==> src/rtl/flex_counter_ud_if.sv <==
`default_nettype none
// ============================================================================
// Module      : flex_counter_ud_if
// Description : Control/status bundle for the flex_counter_ud up/down
//               counter. The master side drives the control inputs and
//               reads the registered count and flags. The slave side is
//               the counter itself.
// Signals     : clear, load, load_val, count_enable, count_up, saturate,
//               rollover_val (master -> slave); count_out, rollover_flag,
//               wrap_pulse (slave -> master); prescale_val (master -> slave,
//               present only when FLEX_COUNTER_PRESCALE_EN is defined)
// Revision    : 1.0 - initial release
// ============================================================================
interface flex_counter_ud_if #(
  parameter int NUM_CNT_BITS  = 4,
  parameter int PRESCALE_BITS = 8
);
  logic                     clear;
  logic                     load;
  logic [NUM_CNT_BITS-1:0]  load_val;
  logic                     count_enable;
  logic                     count_up;
  logic                     saturate;
  logic [NUM_CNT_BITS-1:0]  rollover_val;
  logic [NUM_CNT_BITS-1:0]  count_out;
  logic                     rollover_flag;
  logic                     wrap_pulse;
`ifdef FLEX_COUNTER_PRESCALE_EN
  logic [PRESCALE_BITS-1:0] prescale_val;

  modport master (
    output clear, load, load_val, count_enable, count_up, saturate,
           rollover_val, prescale_val,
    input  count_out, rollover_flag, wrap_pulse
  );

  modport slave (
    input  clear, load, load_val, count_enable, count_up, saturate,
           rollover_val, prescale_val,
    output count_out, rollover_flag, wrap_pulse
  );
`else
  modport master (
    output clear, load, load_val, count_enable, count_up, saturate,
           rollover_val,
    input  count_out, rollover_flag, wrap_pulse
  );

  modport slave (
    input  clear, load, load_val, count_enable, count_up, saturate,
           rollover_val,
    output count_out, rollover_flag, wrap_pulse
  );
`endif
endinterface
`default_nettype wire

==> src/rtl/flex_counter_ud.sv <==
`default_nettype none
// ============================================================================
// Module      : flex_counter_ud
// Description : Parametrised up/down counter with programmable rollover
//               value, synchronous clear/load and selectable wrap or
//               saturate behaviour. Counting range is 1..rollover_val.
//               A registered wrap_pulse marks the cycle a wrapped value
//               appears on count_out.
// Options     : FLEX_COUNTER_PRESCALE_EN - adds prescale_val and an internal
//               prescale counter; the main counter then steps only once
//               every (prescale_val+1) enabled cycles.
// Ports       : clk   - system clock, rising edge
//               n_rst - asynchronous active-low reset
//               bus   - flex_counter_ud_if slave modport (controls, count,
//                       rollover_flag, wrap_pulse)
// Revision    : 1.0 - initial release
// ============================================================================
module flex_counter_ud #(
  parameter int NUM_CNT_BITS  = 4,
  parameter int PRESCALE_BITS = 8
) (
  input  logic              clk,
  input  logic              n_rst,
  flex_counter_ud_if.slave  bus
);

  localparam logic [NUM_CNT_BITS-1:0] CNT_ONE = NUM_CNT_BITS'(1);

  logic [NUM_CNT_BITS-1:0] count;
  logic                    rollover_flag;
  logic                    wrap_pulse;

  logic [NUM_CNT_BITS-1:0] next_count;
  logic                    next_wrap;
  logic                    step;

`ifdef FLEX_COUNTER_PRESCALE_EN
  logic [PRESCALE_BITS-1:0] prescale_cnt;
  logic                     prescale_hit;

  assign prescale_hit = (prescale_cnt == bus.prescale_val);
  assign step         = bus.count_enable & prescale_hit;

  // Prescale counter advances only on enabled cycles and restarts after
  // each hit; clear and load realign it so the next step is a full period away.
  always_ff @(posedge clk or negedge n_rst) begin
    if (!n_rst) begin
      prescale_cnt <= '0;
    end else if (bus.clear || bus.load) begin
      prescale_cnt <= '0;
    end else if (bus.count_enable) begin
      if (prescale_hit) begin
        prescale_cnt <= '0;
      end else begin
        prescale_cnt <= prescale_cnt + 1'b1;
      end
    end
  end
`else
  assign step = bus.count_enable;
`endif

  // Next-count selection for load / step / hold. Clear is handled in the
  // register because it also forces rollover_flag low.
  always_comb begin
    next_count = count;
    next_wrap  = 1'b0;
    if (bus.load) begin
      next_count = bus.load_val;
    end else if (step) begin
      if (bus.count_up) begin
        // ">=" so an out-of-range loaded value wraps/saturates instead of
        // counting up through the top of the register.
        if (count >= bus.rollover_val) begin
          if (!bus.saturate) begin
            next_count = CNT_ONE;
            next_wrap  = 1'b1;
          end
        end else begin
          next_count = count + CNT_ONE;
        end
      end else begin
        // Zero is treated like 1 so a down step never underflows.
        if (count <= CNT_ONE) begin
          if (!bus.saturate) begin
            next_count = bus.rollover_val;
            next_wrap  = 1'b1;
          end
        end else begin
          next_count = count - CNT_ONE;
        end
      end
    end
  end

  always_ff @(posedge clk or negedge n_rst) begin
    if (!n_rst) begin
      count         <= '0;
      rollover_flag <= 1'b0;
      wrap_pulse    <= 1'b0;
    end else if (bus.clear) begin
      count         <= '0;
      rollover_flag <= 1'b0;
      wrap_pulse    <= 1'b0;
    end else begin
      count         <= next_count;
      // Recomputed every cycle so a changed rollover_val is reflected even
      // while the count holds.
      rollover_flag <= (next_count == bus.rollover_val);
      wrap_pulse    <= next_wrap;
    end
  end

  assign bus.count_out     = count;
  assign bus.rollover_flag = rollover_flag;
  assign bus.wrap_pulse    = wrap_pulse;

endmodule
`default_nettype wire

==> src/flat_wrapper.sv <==
// flat-port wrapper written by rule: the top's interface ports become plain ports
module flex_counter_ud_flat 
#(
  parameter int NUM_CNT_BITS  = 4,
  parameter int PRESCALE_BITS = 8
)
  (clk, n_rst, bus_clear, bus_load, bus_load_val, bus_count_enable, bus_count_up, bus_saturate, bus_rollover_val, bus_count_out, bus_rollover_flag, bus_wrap_pulse);
  flex_counter_ud_if #(.NUM_CNT_BITS(NUM_CNT_BITS), .PRESCALE_BITS(PRESCALE_BITS)) bus_i ();
  input  logic clk;
  input  logic n_rst;
  input wire logic [$bits(bus_i.clear)-1:0] bus_clear;
  input wire logic [$bits(bus_i.load)-1:0] bus_load;
  input wire logic [$bits(bus_i.load_val)-1:0] bus_load_val;
  input wire logic [$bits(bus_i.count_enable)-1:0] bus_count_enable;
  input wire logic [$bits(bus_i.count_up)-1:0] bus_count_up;
  input wire logic [$bits(bus_i.saturate)-1:0] bus_saturate;
  input wire logic [$bits(bus_i.rollover_val)-1:0] bus_rollover_val;
  output wire logic [$bits(bus_i.count_out)-1:0] bus_count_out;
  output wire logic [$bits(bus_i.rollover_flag)-1:0] bus_rollover_flag;
  output wire logic [$bits(bus_i.wrap_pulse)-1:0] bus_wrap_pulse;
  assign bus_i.clear = bus_clear;
  assign bus_i.load = bus_load;
  assign bus_i.load_val = bus_load_val;
  assign bus_i.count_enable = bus_count_enable;
  assign bus_i.count_up = bus_count_up;
  assign bus_i.saturate = bus_saturate;
  assign bus_i.rollover_val = bus_rollover_val;
  assign bus_count_out = bus_i.count_out;
  assign bus_rollover_flag = bus_i.rollover_flag;
  assign bus_wrap_pulse = bus_i.wrap_pulse;
  flex_counter_ud #(.NUM_CNT_BITS(NUM_CNT_BITS), .PRESCALE_BITS(PRESCALE_BITS)) u_core (.clk(clk), .n_rst(n_rst), .bus(bus_i));
endmodule
==> config.mk <==
export PLATFORM = sky130hd
export DESIGN_NAME = flex_counter_ud_flat
export DESIGN_NICKNAME = d
export VERILOG_FILES = /design/src/rtl/flex_counter_ud_if.sv /design/src/rtl/flex_counter_ud.sv /design/src/flat_wrapper.sv
export SDC_FILE = /design/constraint.sdc
export NUM_CORES = 1
export LEC_CHECK = 0
export BUFFER_PORTS_ARGS = -buffer_cell sky130_fd_sc_hd__buf_2
export CAP_MARGIN = 15
export CORE_ASPECT_RATIO = 1.4
export CORE_MARGIN = 3
export CORE_UTILIZATION = 35
export CTS_CLUSTER_SIZE = 24
export DETAILED_ROUTE_END_ITERATION = 12
export PLACE_DENSITY = 0.53
export REMOVE_ABC_BUFFERS = 1
export SYNTH_ARGS = -nofsm -noshare
export SYNTH_HDL_FRONTEND = slang
export SYNTH_SLANG_ARGS = --single-unit
==> constraint.sdc <==
create_clock -name clk -period 5.1 [get_ports clk]
set_clock_uncertainty 0.15 [all_clocks]
set_input_delay 0.51 -clock clk [delete_from_list [all_inputs] [get_ports clk]]
set_output_delay 0.51 -clock clk [all_outputs]
set_load 0.1 [all_outputs]
==> summary.txt, run 1 <==
Synthesis
  • Gate Count Post-Synth: 100
  • Ys async rst share: 100.0%
  • Ys Warns: 0
  • Synth Flop Type: dfrtp_1
  • Commonest cells post-synth: 10 x inv_1, 9 x nor2_1, 8 x a21oi_1, 7 x ha_1, 7 x nand2_1
  • Library cells used by synthesis: 39
  • Sequential share of the synthesized area: 19.02%
  • Seq cells post-synth: 6
  • Cell Area, Synth: approximately 790 um2
  • Most area-consuming cells after synthesis: dfrtp_1 19%, ha_1 11%, a21oi_1 5.1%
  • Most common cell in the synthesized netlist: inv_1
  • Post-synth top area cell: dfrtp_1
  • Top cell type's share of synthesized area: between 10% and 20%
  • Post-synth EDFFs: 0
  • Syn_area_per_cell: 7.895 um2

Flow run
  • # Max-Cap Violations: 0

Layout
  • Core Util, Final: approximately 45%
  • N_diodes: 0
  • Area delta synth->final: 17.12%
  • # nets final: between 100 and 150
  • Share of cells above drive strength 1: about 29%

Min path
  • Min-delay src: bus_clear
  • WHS Endpoint: u_core.bus.count_out[3]
  • Hold Path Class: in -> reg
  • Hold Path Stages: 2

Clock tree
  • Worst-case clock buffer depth: 2
  • CTS resizes: 0
  • CTS tree: built
  • Latest clock arrival within the worst-skew pair: 0.24 ns
  • CTS clk-pin slew, worst paths: around 0.040 ns
  • Num CTS Buffers: 3
  • H-tree Lvls: 1
  • CTS Root Cell: clkbuf_4
  • Clock sinks: 6

Timing
  • Tmin final: around 2.7 ns
  • F_max: about 370 MHz
  • Setup TNS: 0 ns
  • Relative slew slack: a little under two thirds
  • RSZ-0062 raised after global routing: false
  • Final setup viols: 0
  • Hold_ws: between 0.3 and 0.4 ns
  • Final period util: a little over half
  • Hold Vio Cnt, Final: 0
  • Final Max Tran Viols: 0
  • Worst Max-Slew Pin Slew: 0.5375 ns

Critical path
  • Crit path buf inv count: 0
  • Crit Path Class: reg -> reg
  • Worst-path fanout max: 9
  • Slowest-stage cell, CP: dfrtp_1
  • Crit path required time: between 5 and 6 ns
  • Crit path max-delay family: compound AO/OA/AOI/OAI gates
  • Worst reg2reg path depth: 8
  • Worst Path Arrival: 2.70 ns
  • Reg-to-reg startpoint: u_core.bus.count_out[2]
  • Crit path launch type: register
  • Critical Path Sink Type: register
  • Max stage delay on crit path: between 0.5 and 0.6 ns
  • FF-to-FF setup slack: approximately 2.4 ns
  • Worst-path cell chain: ha_1 -> or2_4 -> a21oi_4 -> nor3_1 -> o311ai_0 -> mux2i_1 -> a21oi_1 -> nor4_2
  • R2R Path End: u_core.bus.rollover_flag

Drt
  • Via count: 746
  • Drt pass-1 iters: 4
  • Wire length per cell: 14.02 um
  • Drt total wl: between 1500 and 2000 um
  • Starting DRT DRC Count: 6
  • Via density: between 5 and 6
  • DRC: 0
  • Antenna violation net count after detailed routing: 0

Floorplanning
  • Die area: 2870 um2
  • Io pins: 21
  • Die Ht: approximately 62 um
  • Rows: 19
  • Initial Util: between 30% and 40%
  • Die width: roughly 46 um
  • Area of the core: 2044 um2

Place
  • Post-DP HPWL: 1597 um
  • GPL Wtd Cong: around 0.80
  • Port buffer count: 20

GRT
  • Initial antenna violation count: 0
  • Largest net degree at the start of global routing: 13
  • Gr ovfl total: 0
  • Vias in the first global route: between 700 and 800
  • Tot GR Track Use: ~16%
  • First-pass GRT wire length: around 3500 um

Power and ir drop
  • Peak VDD IR: between 70 and 80 uV
  • Leakage: between 0.4 and 0.5 nW
  • Power density cells: around 220 nW/um2

Outcome
  • Outcome: complete, no violations
==> per-layer routing <==
layer / vias up / track usage, % / share of wire, %
met5: - / 0 / 0
met4: 0 / 8.541 / 1.9
met3: 4 / 0.8671 / 5.5
met2: 21 / 26.38 / 51
met1: 327 / 19.96 / 42
li1: 394 / - / -
==> how the worst max path moves through the flow <==
| stage | from | end | slack [ns] | depth (start not counted) |
|---|---|---|---|---|
| after floorplan | u_core.bus.count_out[2] | u_core.bus.rollover_flag | 1.98 | 8 |
| after global placement | bus_rollover_val[2] | u_core.bus.rollover_flag | 2.36 | 10 |
| after detailed placement | bus_rollover_val[2] | u_core.bus.rollover_flag | 2.31 | 10 |
| after CTS | u_core.bus.count_out[2] | u_core.bus.rollover_flag | 2.37 | 8 |
| after global routing | u_core.bus.count_out[3] | u_core.bus.rollover_flag | 2.13 | 8 |
| final | u_core.bus.count_out[2] | u_core.bus.rollover_flag | 2.40 | 8 |
==> cells by family (layout without fill, tap and decap cells) <==
kind of cell / Yosys count / in the layout / share of synthesized area (%)
muxes: 7 / 7 / 10.93
AOI/OAI and AO/OA: 26 / 26 / 22.66
and+or+nand+nor: 34 / 34 / 22.98
DFF: 6 / 6 / 19.02
xor gates and xnor gates: 5 / 5 / 5.546
adders and majority gates: 7 / 7 / 11.09
buffers and inverters: 15 / 34 / 7.766
==> cell type report <==
cell class,count,area (um2)
flip-flops and latches,6,150.1
repair buffers,21,110.1
clock buffers,3,22.52
well taps,21,26.28
fillers,215,1120
inverters,10,37.54
multi-input cells,79,578.1
==> flip-flops by register name, summed over array words and instances (netlist names) <==
| name | cells |
|---|---|
| u_core.bus.wrap_pulse | 1 |
| u_core.bus.rollover_flag | 1 |
| u_core.bus.count_out | 4 |
==> placed cells by master (no fill, tap or decap), types with 2 or more instances in the layout <==
| cell type | instances |
|---|---|
| mux2i_1 | 3 |
| o21ai_0 | 3 |
| clkbuf_4 | 3 |
| inv_1 | 10 |
| mux2_2 | 3 |
| nand2_1 | 7 |
| nor2b_1 | 3 |
| nand3_1 | 3 |
| buf_2 | 20 |
| o31ai_1 | 2 |
| dfrtp_1 | 6 |
| nor2_1 | 9 |
| xnor2_1 | 4 |
| a21oi_1 | 8 |
| nor3_1 | 5 |
| ha_1 | 7 |
==> power breakdown <==
group	switching (mW)	internal, mW
combinational	0.0651	0.0400
sequential	0.00743	0.0506
clock	0.0169	0.0266
==> per-stage QoR <==
stage	cells	instance area, um2	total power, mW	setup slack (ns)
after global routing	140	924.6	0.2215	2.128
after global placement	136	892.1	0.1636	2.359
final	140	924.6	0.2066	2.397
after detailed placement	136	892.1	0.1630	2.309
after CTS	140	924.6	0.2089	2.370
after floorplan	95	765.7	0.1363	1.984
==> repair_timing <==
| action | 4_1_cts | 5_1_grt |
|---|---|---|
| hold endpoints to repair | 6 | 0 |
| endpoints found under the setup margin | 0 | 0 |
| hold buffers | 1 | 0 |
| buffers inserted | 0 | 0 |
No activity file was read; power rests on OpenSTA's default activity.
==> run 2, diff against run 1 <==
Clock period 5.1 ns to 2.6 ns, I/O delays scaled along.
==> run 2 against run 1 <==
  * Global-route usage increased by 0.26 points
  * Maximum frequency increased by 11%
  * Critical path type unchanged
  * Sequential power increased by 84%
  * Sequential cell count unchanged
  * Critical path depth increased by 1
  * Via count increased by 9.2%
  * Total power increased by 110%
  * Largest power group unchanged
  * Setup slack got worse by 2.2 ns
  * Clock power increased by 89%
  * Design area increased by 8.9%
  * Hold slack got worse by 0.24 ns
==> summary.txt, run 2 (synthesis results as in run 1) <==
Critical path
  • Crit Path Class: reg -> reg
  • Reg-to-reg startpoint: u_core.bus.count_out[1]
  • Worst reg2reg path depth: 9
  • Slowest-stage cell, CP: mux4_2
  • Worst-path fanout max: 8
  • Worst Path Arrival: between 2 and 2.5 ns
  • R2R Path End: u_core.bus.rollover_flag
  • Critical Path Sink Type: register
  • Worst-path cell chain: inv_1 -> ha_1 -> nor2_1 -> nor3_4 -> o21ai_1 -> mux4_2 -> a21oi_2 -> xnor2_1 -> nor4_2
  • Crit path required time: 2.60 ns
  • FF-to-FF setup slack: 0.16 ns
  • Max stage delay on crit path: 0.50 ns
  • Crit path launch type: register

GRT
  • Tot GR Track Use: approximately 16%
  • Initial antenna violation count: 0
  • First-pass GRT wire length: approximately 3500 um
  • Largest net degree at the start of global routing: 13
  • Gr ovfl total: 0
  • Vias in the first global route: around 790

Drt
  • Via count: slightly above 800
  • Drt pass-1 iters: 4
  • Via density: between 5 and 6
  • Starting DRT DRC Count: 16
  • Wire length per cell: approximately 14 um
  • Antenna violation net count after detailed routing: 0
  • DRC: 0
  • Drt total wl: approximately 2100 um

Floorplanning
  • Io pins: 21
  • Die area: 2870 um2
  • Area of the core: about 2000 um2
  • Die Ht: 62.20 um
  • Initial Util: 38.62%
  • Die width: between 40 and 50 um
  • Rows: 19

Layout
  • Max FFs per register: 4
  • # nets final: 151
  • Core Util, Final: 49.27%
  • Cell Count, Final, Fillers Out: 148
  • Most frequent cells in the layout: 20 x buf_2, 9 x inv_1, 9 x nor2_1, 8 x a21oi_1, 8 x buf_4
  • Leading cell type in the layout, fill and taps excluded: buf_2
  • Area delta synth->final: 27.58%
  • Share of cells above drive strength 1: 37.80%
  • N_diodes: 0

Place
  • Port buffer count: 20
  • Dpl ws: approximately 0.10 ns
  • Post-DP HPWL: between 1500 and 2000 um
  • GPL Wtd Cong: between 0.8 and 0.9
  • Placed cells: about 140

Clock tree
  • CTS clk-pin slew, worst paths: around 0.040 ns
  • Worst-case clock buffer depth: 2
  • Clock sinks: 6
  • H-tree Lvls: 1
  • CTS tree: built
  • Latest clock arrival within the worst-skew pair: ~0.24 ns
  • Num CTS Buffers: 3
  • CTS Root Cell: clkbuf_4

Timing
  • Hold Vio Cnt, Final: 0
  • Setup TNS: 0 ns
  • F_max: between 400 and 500 MHz
  • Tmin final: ~2.4 ns
  • Final setup viols: 0
  • Final period util: between 90% and 100%
  • Final Max Tran Viols: 0
  • Final worst slack: around 0.16 ns
  • Worst Max-Slew Pin Slew: between 0.4 and 0.5 ns
  • RSZ-0062 raised after global routing: false
  • Relative slew slack: 67.68%

Outcome
  • Outcome: complete, no violations

Min path
  • Min-delay src: bus_clear
  • WHS Endpoint: u_core.bus.count_out[1]
  • Hold Path Class: in -> reg
  • Hold Path Stages: 2

Power and ir drop
  • Power density cells: about 420 nW/um2
  • Peak VDD IR: around 190 uV
  • Leakage: a little under 0.5 nW

Flow run
  • # Max-Cap Violations: 0
[run 2: changes by cell type in the layout (fill, tap and decap cells not counted), sizes merged]
cell | before | now
buf | 20 | 28
[run 2: final cells by class]
type | instances | area, um2
clock buffer | 3 | 22.52
fill | 210 | 1037
inverter | 10 | 37.54
multi-input combinational | 79 | 598.1
sequential | 6 | 152.6
tap | 21 | 26.28
timing repair buffer | 29 | 170.2
[run 2: power by group]
group	switching (mW)	leakage [nW]	internal, mW
combinational	0.142	0.393	0.0948
sequential	0.00704	0.0775	0.0999
clock	0.0303	0.0138	0.0520
[run 2: worst max-delay path by stage]
stage                     depth (start not counted)                    start  slack (ns)                       end
final                                             9  u_core.bus.count_out[1]        0.16  u_core.bus.rollover_flag
after detailed placement                          9  u_core.bus.count_out[0]        0.10  u_core.bus.rollover_flag
after global routing                              9  u_core.bus.count_out[2]       0.008  u_core.bus.rollover_flag
after global placement                            8  u_core.bus.count_out[2]        0.11  u_core.bus.rollover_flag
after CTS                                         9  u_core.bus.count_out[0]        0.09  u_core.bus.rollover_flag
after floorplan                                   8  u_core.bus.count_out[2]       -0.52  u_core.bus.rollover_flag
[run 2: what timing repair did]
| action | CTS | global route |
|---|---|---|
| endpoints found under the hold margin | 6 | 0 |
| hold buffers | 1 | 0 |
| setup endpoints to repair | 0 | 1 |
| setup buffers | 0 | 3 |
| gates resized for setup | 0 | 7 |
[run 2: per-stage QoR]
stage | hold WS (ns) | area (um2) | total power, mW
5_1_grt | 0.1283 | 1007 | 0.4557
3_3_place_gp | -0.06344 | 929.6 | 0.3310
2_1_floorplan | -0.1856 | 765.7 | 0.2674
4_1_cts | 0.1215 | 962.2 | 0.4160
3_5_place_dp | -0.06274 | 929.6 | 0.3297
6_report | 0.1215 | 1007 | 0.4262
[run 2: worst max-delay path, delay by kind of cell, from the launching register on]
kind / cells / cell delay (ns)
xor+xnor: 1 / 0.09
fa+ha+maj: 1 / 0.20
flops: 1 / 0.47
mux: 1 / 0.50
simple gates: 3 / 0.53
buf+inv: 1 / 0.10
compound gates: 2 / 0.30
[run 2: metal layers]
layer  GRT usage, %  share of wire [%]  vias up
met2          25.69                 51       29
li1               -                  -      407
met4          7.829               0.80        0
met1          21.29                 42      377
met3          1.734                6.0        2
met5              0                  0        -
==> run 3, diff against run 2 <==
Settings changed: PLACE_DENSITY 0.53 to 0.54.
Clock period 2.6 ns to 2.5 ns, I/O delays scaled along.
==> run 3 against run 2 <==
  * Non-clock buffer count fell by 1
  * Sequential share of layout area shrank 0.51 points
  * Sequential power about the same
  * Sequential cell count unchanged
  * Design area rose by 2.6%
  * Global-route usage is 0.27 points lower
  * Total power grew 8.0%
  * Highest routed layer unchanged
  * Clock power increased by 6.3%
  * Utilization grew 1.3 points
  * Hold slack gained 0.0042 ns
==> summary.txt, run 3 (synthesis results as in run 1) <==
Outcome
  • Outcome: complete, no violations

Drt
  • WL met2: between 1000 and 1500 um
  • DRC: 0
  • Antenna violation net count after detailed routing: 0
  • Top sig layer: met4
  • Via density: roughly 5.5
  • Wire length per cell: between 15 and 20 um
  • Met1 wire length: around 1000 um
  • WL met3: 107 um
  • Drt pass-1 iters: 4
  • Via count: between 800 and 900
  • Starting DRT DRC Count: 16
  • Drt total wl: 2263 um

Layout
  • Most frequent cells in the layout: 20 x buf_2, 9 x nor2_1, 8 x inv_1, 8 x a21oi_1
  • Area of the multi-input gates: around 630 um2
  • # nets final: 150
  • Fill cells: 210
  • Share of cells above drive strength 1: between 40% and 50%
  • Design area: between 1000 and 1500 um2
  • Max FFs per register: 4
  • N_diodes: 0
  • Cell Count, Final, Fillers Out: around 150
  • Area delta synth->final: 30.90%
  • Register area: 151.4 um2
  • Leading cell type in the layout, fill and taps excluded: buf_2

Power and ir drop
  • Leakage: about 0.5 nW
  • Power density cells: ~450 nW/um2
  • Total power: roughly 0.46 mW
  • Peak VDD IR: 196.9 uV

Clock tree
  • CTS tree: built
  • Num CTS Buffers: 3
  • CTS Root Cell: clkbuf_4
  • Clock sinks: 6
  • Worst-case clock buffer depth: 2
  • Latest clock arrival within the worst-skew pair: 0.24 ns
  • CTS clk-pin slew, worst paths: 0.04 ns
  • H-tree Lvls: 1

Critical path
  • Critical Path Sink Type: register
  • Crit path required time: 2.50 ns
  • Crit path max-delay family: multiplexers
  • Worst-path cell chain: buf_4 -> nor3_2 -> mux2_2 -> a311o_1 -> o311ai_2 -> mux2i_1 -> a21oi_1 -> nor4_2
  • Worst Path Arrival: between 2 and 2.5 ns
  • Max stage delay on crit path: about 0.4 ns
  • Worst-path fanout max: 8
  • Slowest-stage cell, CP: dfrtp_1
  • Crit path buf inv count: 1
  • Crit Path Class: reg -> reg
  • Crit path launch type: register

Min path
  • Hold Path Class: in -> reg

Floorplanning
  • Die Ht: slightly above 60 um
  • Rows: 19
  • Area of the core: between 2000 and 2500 um2
  • Die area: ~2900 um2
  • Io pins: 21
  • Die width: between 40 and 50 um
  • Initial Util: 38.62%

Timing
  • RSZ-0062 raised after global routing: false
  • F_max: around 420 MHz
  • Final Max Tran Viols: 0
  • Worst Max-Slew Pin Slew: 0.4856 ns
  • Final setup viols: 0
  • Hold Vio Cnt, Final: 0
  • Hold_ws: about 0.13 ns
  • Relative slew slack: 67.85%
  • Setup TNS: 0 ns
  • Tmin final: roughly 2.4 ns
  • Final period util: 94.60%

Flow run
  • # Max-Cap Violations: 0

GRT
  • Initial antenna violation count: 0
  • Largest net degree at the start of global routing: 13
  • Tot GR Track Use: 16.12%
  • Vias in the first global route: just under 800
  • Gr ovfl total: 0
  • First-pass GRT wire length: around 3500 um

Place
  • Post-DP HPWL: about 1800 um
  • Placed cells: around 140
  • GPL Wtd Cong: about 0.87
  • Port buffer count: 20
  • Placement Cell Area: about 940 um2
## run 3: changes by cell type in the layout (fill, tap and decap cells not counted), sizes merged
cell	before	now
buf	28	27
## run 3: layer usage
metal	up-vias	GRT usage [%]
met2	20	25.34
met3	2	3.179
met4	0	4.270
met1	375	21.68
li1	407	-
met5	-	0
## run 3: layout make-up
cell class / count / share of cell area, %
multi-input combinational: 79 / 61.26
clock buffer: 3 / 2.179
timing repair buffer: 28 / 15.74
inverter: 10 / 3.632
sequential: 6 / 14.65
tap: 21 / 2.542
## run 3: final timing paths
check                                         from                  endpoint  slack, ns  cells after the start
max                        u_core.bus.count_out[2]  u_core.bus.rollover_flag       0.13                      8
min                                      bus_clear   u_core.bus.count_out[3]       0.13                      2
max reg2reg                u_core.bus.count_out[2]  u_core.bus.rollover_flag       0.13                      8
min reg2reg                u_core.bus.count_out[0]   u_core.bus.count_out[0]       0.66                      4
max in group asynchronous                    n_rst   u_core.bus.count_out[1]       1.84                      2
min in group asynchronous                    n_rst   u_core.bus.count_out[0]       0.21                      2
## run 3: timing repair
action,CTS,global route
gates resized for setup,1,13
hold buffers,1,0
pin swaps,0,6
setup endpoints to repair,1,1
hold endpoints to repair,6,0
buffers inserted,0,0
## run 3: through the flow
stage               util [%]  worst slack [ns]
floorplan                  -           -0.6156
global placement       46.21          0.002212
detailed placement     46.21          -0.03415
CTS                    47.80           0.06605
global route           50.55          0.006060
finish                 50.55            0.1349
## run 3: report_power, final
part / leakage (nW) / switching, mW / internal, mW
Clock: 0.0138 / 0.0333 / 0.0542
Sequential: 0.0788 / 0.00558 / 0.104
Combinational: 0.393 / 0.159 / 0.105
## run 3: worst reg2reg max path, stage by stage, from the launching register on
cell	delay, ns
dfrtp_1	0.40
buf_4	0.19
nor3_2	0.16
mux2_2	0.36
a311o_1	0.33
o311ai_2	0.10
mux2i_1	0.23
a21oi_1	0.10
nor4_2	0.26
